--- src/rtl/mem_arbiter_pkg.sv ---
// rtl/mem_arbiter_pkg.sv - shared default sizes for the memory arbiter and its neighbours
package mem_arbiter_pkg;

  localparam int DefaultMemAndIOAddrSize = 16;
  localparam int DefaultWordSize         = 16;
  localparam int DefaultMaxBurst         = 8;

endpackage

--- src/rtl/mem_arbiter.sv ---
// rtl/mem_arbiter.sv - two-port round-robin arbiter in front of the shared MemAndIO ram
module mem_arbiter
  import mem_arbiter_pkg::*;
#(
  parameter int MemAddrSize = DefaultMemAndIOAddrSize,
  parameter int WordSize    = DefaultWordSize,
  parameter int MaxBurst    = DefaultMaxBurst
) (
  input  logic                   clk,
  input  logic                   reset,
  input  logic                   req0,
  input  logic                   req1,
  input  logic                   we0,
  input  logic                   we1,
  input  logic [MemAddrSize-1:0] addr0,
  input  logic [MemAddrSize-1:0] addr1,
  input  logic [WordSize-1:0]    wdata0,
  input  logic [WordSize-1:0]    wdata1,
  output logic                   gnt0,
  output logic                   gnt1,
  output logic                   rvalid0,
  output logic                   rvalid1,
  output logic [WordSize-1:0]    rdata0,
  output logic [WordSize-1:0]    rdata1,
  output logic [MemAddrSize-1:0] mem_addr,
  output logic                   mem_we,
  output logic [WordSize-1:0]    mem_wdata,
  input  logic [WordSize-1:0]    mem_rdata
);

  localparam int CntW = $clog2(MaxBurst + 1);
  localparam logic [CntW-1:0] CntMax  = CntW'(MaxBurst);
  localparam logic [CntW-1:0] CntLast = CntW'(MaxBurst - 1);

  typedef enum logic [1:0] {
    IDLE = 2'd0,
    OWN0 = 2'd1,
    OWN1 = 2'd2
  } state_e;

  state_e          state_q, state_d;
  logic [CntW-1:0] cnt_q, cnt_d;
  logic            last_q, last_d;
  logic            gnt0_q, gnt0_d, gnt1_q, gnt1_d;
  logic            rvalid0_q, rvalid0_d, rvalid1_q, rvalid1_d;
  logic            xfer0, xfer1, burst_done;

  assign xfer0      = gnt0_q & req0;
  assign xfer1      = gnt1_q & req1;
  // The transfer happening now is the MaxBurst-th (or later, once saturated).
  assign burst_done = (cnt_q >= CntLast);

  always_comb begin
    state_d = state_q;
    last_d  = last_q;
    unique case (state_q)
      IDLE: begin
        if (req0 && req1) state_d = last_q ? OWN0 : OWN1;
        else if (req0)    state_d = OWN0;
        else if (req1)    state_d = OWN1;
      end
      OWN0: begin
        if (!req0)                  state_d = req1 ? OWN1 : IDLE;
        else if (burst_done && req1) state_d = OWN1;
        if (state_d != OWN0) last_d = 1'b0;
      end
      OWN1: begin
        if (!req1)                  state_d = req0 ? OWN0 : IDLE;
        else if (burst_done && req0) state_d = OWN0;
        if (state_d != OWN1) last_d = 1'b1;
      end
      default: state_d = IDLE;
    endcase

    if (state_d != state_q)                  cnt_d = '0;
    else if ((xfer0 || xfer1) && cnt_q != CntMax) cnt_d = cnt_q + 1'b1;
    else                                     cnt_d = cnt_q;

    gnt0_d    = (state_d == OWN0);
    gnt1_d    = (state_d == OWN1);
    // Read-valid follows the port that issued the read, even across a handover.
    rvalid0_d = xfer0 & ~we0;
    rvalid1_d = xfer1 & ~we1;
  end

  always_ff @(posedge clk or negedge reset) begin
    if (!reset) begin
      state_q   <= IDLE;
      cnt_q     <= '0;
      last_q    <= 1'b1;
      gnt0_q    <= 1'b0;
      gnt1_q    <= 1'b0;
      rvalid0_q <= 1'b0;
      rvalid1_q <= 1'b0;
    end else begin
      state_q   <= state_d;
      cnt_q     <= cnt_d;
      last_q    <= last_d;
      gnt0_q    <= gnt0_d;
      gnt1_q    <= gnt1_d;
      rvalid0_q <= rvalid0_d;
      rvalid1_q <= rvalid1_d;
    end
  end

  always_comb begin
    mem_addr  = addr0;
    mem_wdata = wdata0;
    mem_we    = 1'b0;
    if (xfer1) begin
      mem_addr  = addr1;
      mem_wdata = wdata1;
      mem_we    = we1;
    end else if (xfer0) begin
      mem_we = we0;
    end
  end

  assign gnt0    = gnt0_q;
  assign gnt1    = gnt1_q;
  assign rvalid0 = rvalid0_q;
  assign rvalid1 = rvalid1_q;
  assign rdata0  = mem_rdata;
  assign rdata1  = mem_rdata;

endmodule

--- config.mk ---
export PLATFORM = sky130hd
export DESIGN_NAME = mem_arbiter
export DESIGN_NICKNAME = d
export VERILOG_FILES = /design/src/rtl/mem_arbiter_pkg.sv /design/src/rtl/mem_arbiter.sv
export SDC_FILE = /design/constraint.sdc
export NUM_CORES = 1
export LEC_CHECK = 0
export BUFFER_PORTS_ARGS = -buffer_cell sky130_fd_sc_hd__buf_2
export CORE_ASPECT_RATIO = 0.5
export CORE_MARGIN = 4
export CORE_UTILIZATION = 34
export DETAILED_ROUTE_END_ITERATION = 7
export GPL_TIMING_DRIVEN = 0
export PLACE_DENSITY = 0.81
export SLEW_MARGIN = 10
export SYNTH_ARGS = -nofsm -noshare
export SYNTH_HDL_FRONTEND = slang
export SYNTH_SLANG_ARGS = --single-unit
--- constraint.sdc ---
create_clock -name clk -period 3 [get_ports clk]
set_clock_uncertainty 0.05 [all_clocks]
set_input_delay 0.3 -clock clk [delete_from_list [all_inputs] [get_ports clk]]
set_output_delay 0.3 -clock clk [all_outputs]
set_load 0.02 [all_outputs]
==> results.yml <==
yosys:
  synthCells: 145
  synth_cell_types: 33
  synth_warnings: 0
  yosysSeqAreaShare_pct: 20.6
  ys_ff_latch: 11
  syn_nets: 237
  syn_avg_cell_area_um2: 9.27
  netlist_area_mm2: 0.00134
power_and_ir_drop:
  totalPowerFinal_mw: 1.11
  peakVddDrop_v: 0.000213
  powerDensity_mw_per_mm2: 516
  p_leak_nw: 1.21
status:
  run_status: "complete, no violations"
floorplanning:
  dieArea_mm2: 0.00508
  rows: 15
  initial_utilization_pct: 37.3
  ioPinCount: 155
  die_x_um: 96.9
  core_area_mm2: 0.00360
  dieHeight_um: 52.5
final_layout:
  diodes: 0
  final_nets: 380
  syn_to_final_growth_pct: 60.0
  multi_input_area_um2: 764
  drive_gt1_share_pct: 74.2
  fillers: 290
  seqCellArea_um2: 277
  fin_area_mm2: 0.00215
  fin_util_pct: 59.7
clock_network:
  clkTransAtPathRegs_ns: 0.05
  cts.root.buffer_cell: "clkbuf_8"
  clk_path_buf_depth: 2
  clk_latency_ns: 0.24
  clock_sinks: 11
  cts_buffers: 3
  ctsHtreeMaxLevel: 1
  cts_tree: "yes"
sta:
  drv_slew: 0
  fin_ws_ns: 0.735
  timing.fmax_ghz: 0.442
  final.setup.tns_ns: 0
  final_min_period_over_clock_period_pct: 75.5
  hold_viol_final: 0
  rsz0062_at_grt: "no"
  setup_violations: 0
  worst-slew-pin-transition_ns: 0.509
  slew-limit-headroom_pct: 66.1
  period_needed_ns: 2.26
grt:
  antenna_found_initial: 0
  grt_pass1_vias: 1683
  met2_usage_pct: 34.6
  grt_max_degree: 12
  grt_overflow_total: 0
  met3_usage_pct: 6.37
  gr-usage-all-layers_pct: 18.4
  grt_use_met1_pct: 19.4
  grt.busiest_layer: "met2"
  grt_first_pass_wirelength_um: 7710
placed_design:
  place_hpwl_um: 4420
  io_buffers: 137
  gp_congestion: 0.888
  dp_slack_ns: 0.915
  placed_area_mm2: 0.00209
flow_run:
  cap_violations: 0
worst_hold_path:
  hold_class: "in2reg"
routing:
  detail-route-antenna-nets: 0
  num_vias: 1563
  vias_per_cell: 4.62
  first_pass_iters: 6
  drc_errors: 0
  drtIter0Drc: 20
  wire_per_inst_um: 14.9
  routed_wl_um: 5020
worst_setup_path:
  cp_max_fo: 10
  setup.worst_path.end_class: "output port"
  worstSetupStartpointType: "flop"
  critPathSlowestCell: "clkbuf_1"
  path_class: "reg2out"
  cp.arrival_ns: 1.91
  critPathMaxStageDelay_ns: 0.45
  required_ns: 2.65
  path_cells: "nand2_1, clkbuf_1, mux2_2, buf_2"
==> cells in the mapped netlist <==
library cell | number | area share, %
ha_1 | 6 | 5.6
xnor2_1 | 2 | 1.3
o2bb2ai_1 | 1 | 0.65
a21o_1 | 1 | 0.56
inv_1 | 8 | 2.2
buf_2 | 2 | 0.74
o22ai_1 | 1 | 0.47
and4_1 | 1 | 0.65
and2_1 | 1 | 0.47
dfrtp_1 | 10 | 19
o2111ai_1 | 3 | 2.0
o221ai_1 | 1 | 0.65
dfstp_2 | 1 | 2.0
nor3_1 | 4 | 1.5
xor2_1 | 2 | 1.3
nand3_1 | 2 | 0.74
o21ai_0 | 1 | 0.37
mux2i_1 | 2 | 1.5
nand4_1 | 4 | 1.9
a21oi_1 | 3 | 1.1
a21oi_2 | 1 | 0.65
nand4b_1 | 1 | 0.65
o21ba_2 | 1 | 0.74
a311o_1 | 1 | 0.74
nand3b_1 | 1 | 0.56
mux2_2 | 32 | 27
and3_1 | 1 | 0.47
buf_4 | 34 | 19
a31oi_4 | 1 | 1.6
nor2_1 | 3 | 0.84
nand2_1 | 10 | 2.8
o21ai_1 | 1 | 0.37
clkbuf_1 | 2 | 0.56
==> metrics by stage <==
stage	hold WS [ns]	std cells
2_1_floorplan	-0.0456	145
3_3_place_gp	0.119	333
3_5_place_dp	0.126	333
4_1_cts	0.172	338
5_1_grt	0.178	338
6_report	0.177	338
==> state kept, by name (all words and copies together), names as in the netlist <==
| name | flops |
|---|---|
| gnt0 | 1 |
| gnt1 | 1 |
| last_q | 1 |
| rvalid0 | 1 |
| state_q | 2 |
| rvalid1 | 1 |
| cnt_q | 4 |
==> power by group <==
part / switching [mW] / internal, mW
Combinational: 0.418 / 0.314
Sequential: 0.0355 / 0.190
Clock: 0.0600 / 0.0916
==> path summary, 6_finish.rpt <==
| check | endpoint | slack [ns] | depth (start not counted) | from |
|---|---|---|---|---|
| worst max-delay path | mem_addr[9] | 0.74 | 4 | gnt1$_DFF_PN0_ |
| worst min-delay path | rvalid1$_DFF_PN0_ | 0.18 | 2 | we1 |
| worst max register to register | cnt_q[0]$_DFFE_PN0P_ | 0.99 | 7 | state_q[1]$_DFF_PN0_ |
| worst min register to register | last_q$_DFFE_PN1P_ | 0.45 | 2 | last_q$_DFFE_PN1P_ |
| max in group asynchronous | last_q$_DFFE_PN1P_ | 2.25 | 2 | reset |
| min in group asynchronous | cnt_q[2]$_DFFE_PN0P_ | 0.39 | 2 | reset |
==> routing by layer <==
layer  vias to the layer above  part of all wire (%)
li1                        758                     -
met1                       703                    37
met2                        90                    53
met3                        12                   8.4
met4                         0                   1.7
met5                         -                     0
==> kinds of logic after synthesis <==
logic type	count (synthesis)	synth area share, %
buffers and inverters	46	22.5
xor gates and xnor gates	4	2.61
DFF	11	20.6
muxes	34	28.3
AOI/OAI and AO/OA	16	9.87
adders and majority gates	6	5.59
and+or+nand+nor	28	10.5
==> timing repair <==
action,in CTS,in global routing
setup buffers,0,0
endpoints found under the hold margin,10,0
resized for setup,0,0
hold buffers,1,0
setup endpoints to repair,0,0
==> area by class of cell <==
class	instances	share of cell area, %
multi-input combinational	88	35.6
timing repair buffer	138	32.4
sequential	11	12.9
buffer	38	12.7
tap	51	2.97
clock buffer	3	1.92
inverter	8	1.40
clock inverter	1	0.233
==> worst max-delay path: cells and delay by family (launching register included) <==
family        cells  cell delay, ns
buf+inv           2            0.61
flops             1            0.40
mux               1            0.40
simple gates      1            0.26
==> cell usage in the layout, fill, tap and decap left out, types with 3 or more instances in the layout <==
| cell | n |
|---|---|
| nand4_1 | 4 |
| o2111ai_1 | 3 |
| mux2_2 | 32 |
| inv_1 | 8 |
| nand2_1 | 10 |
| nor2_1 | 3 |
| ha_1 | 6 |
| buf_2 | 139 |
| clkbuf_8 | 3 |
| a21oi_1 | 3 |
| dfrtp_1 | 10 |
| nor3_1 | 4 |
| buf_4 | 34 |
Note: power is estimated with default switching activity, not from simulation.
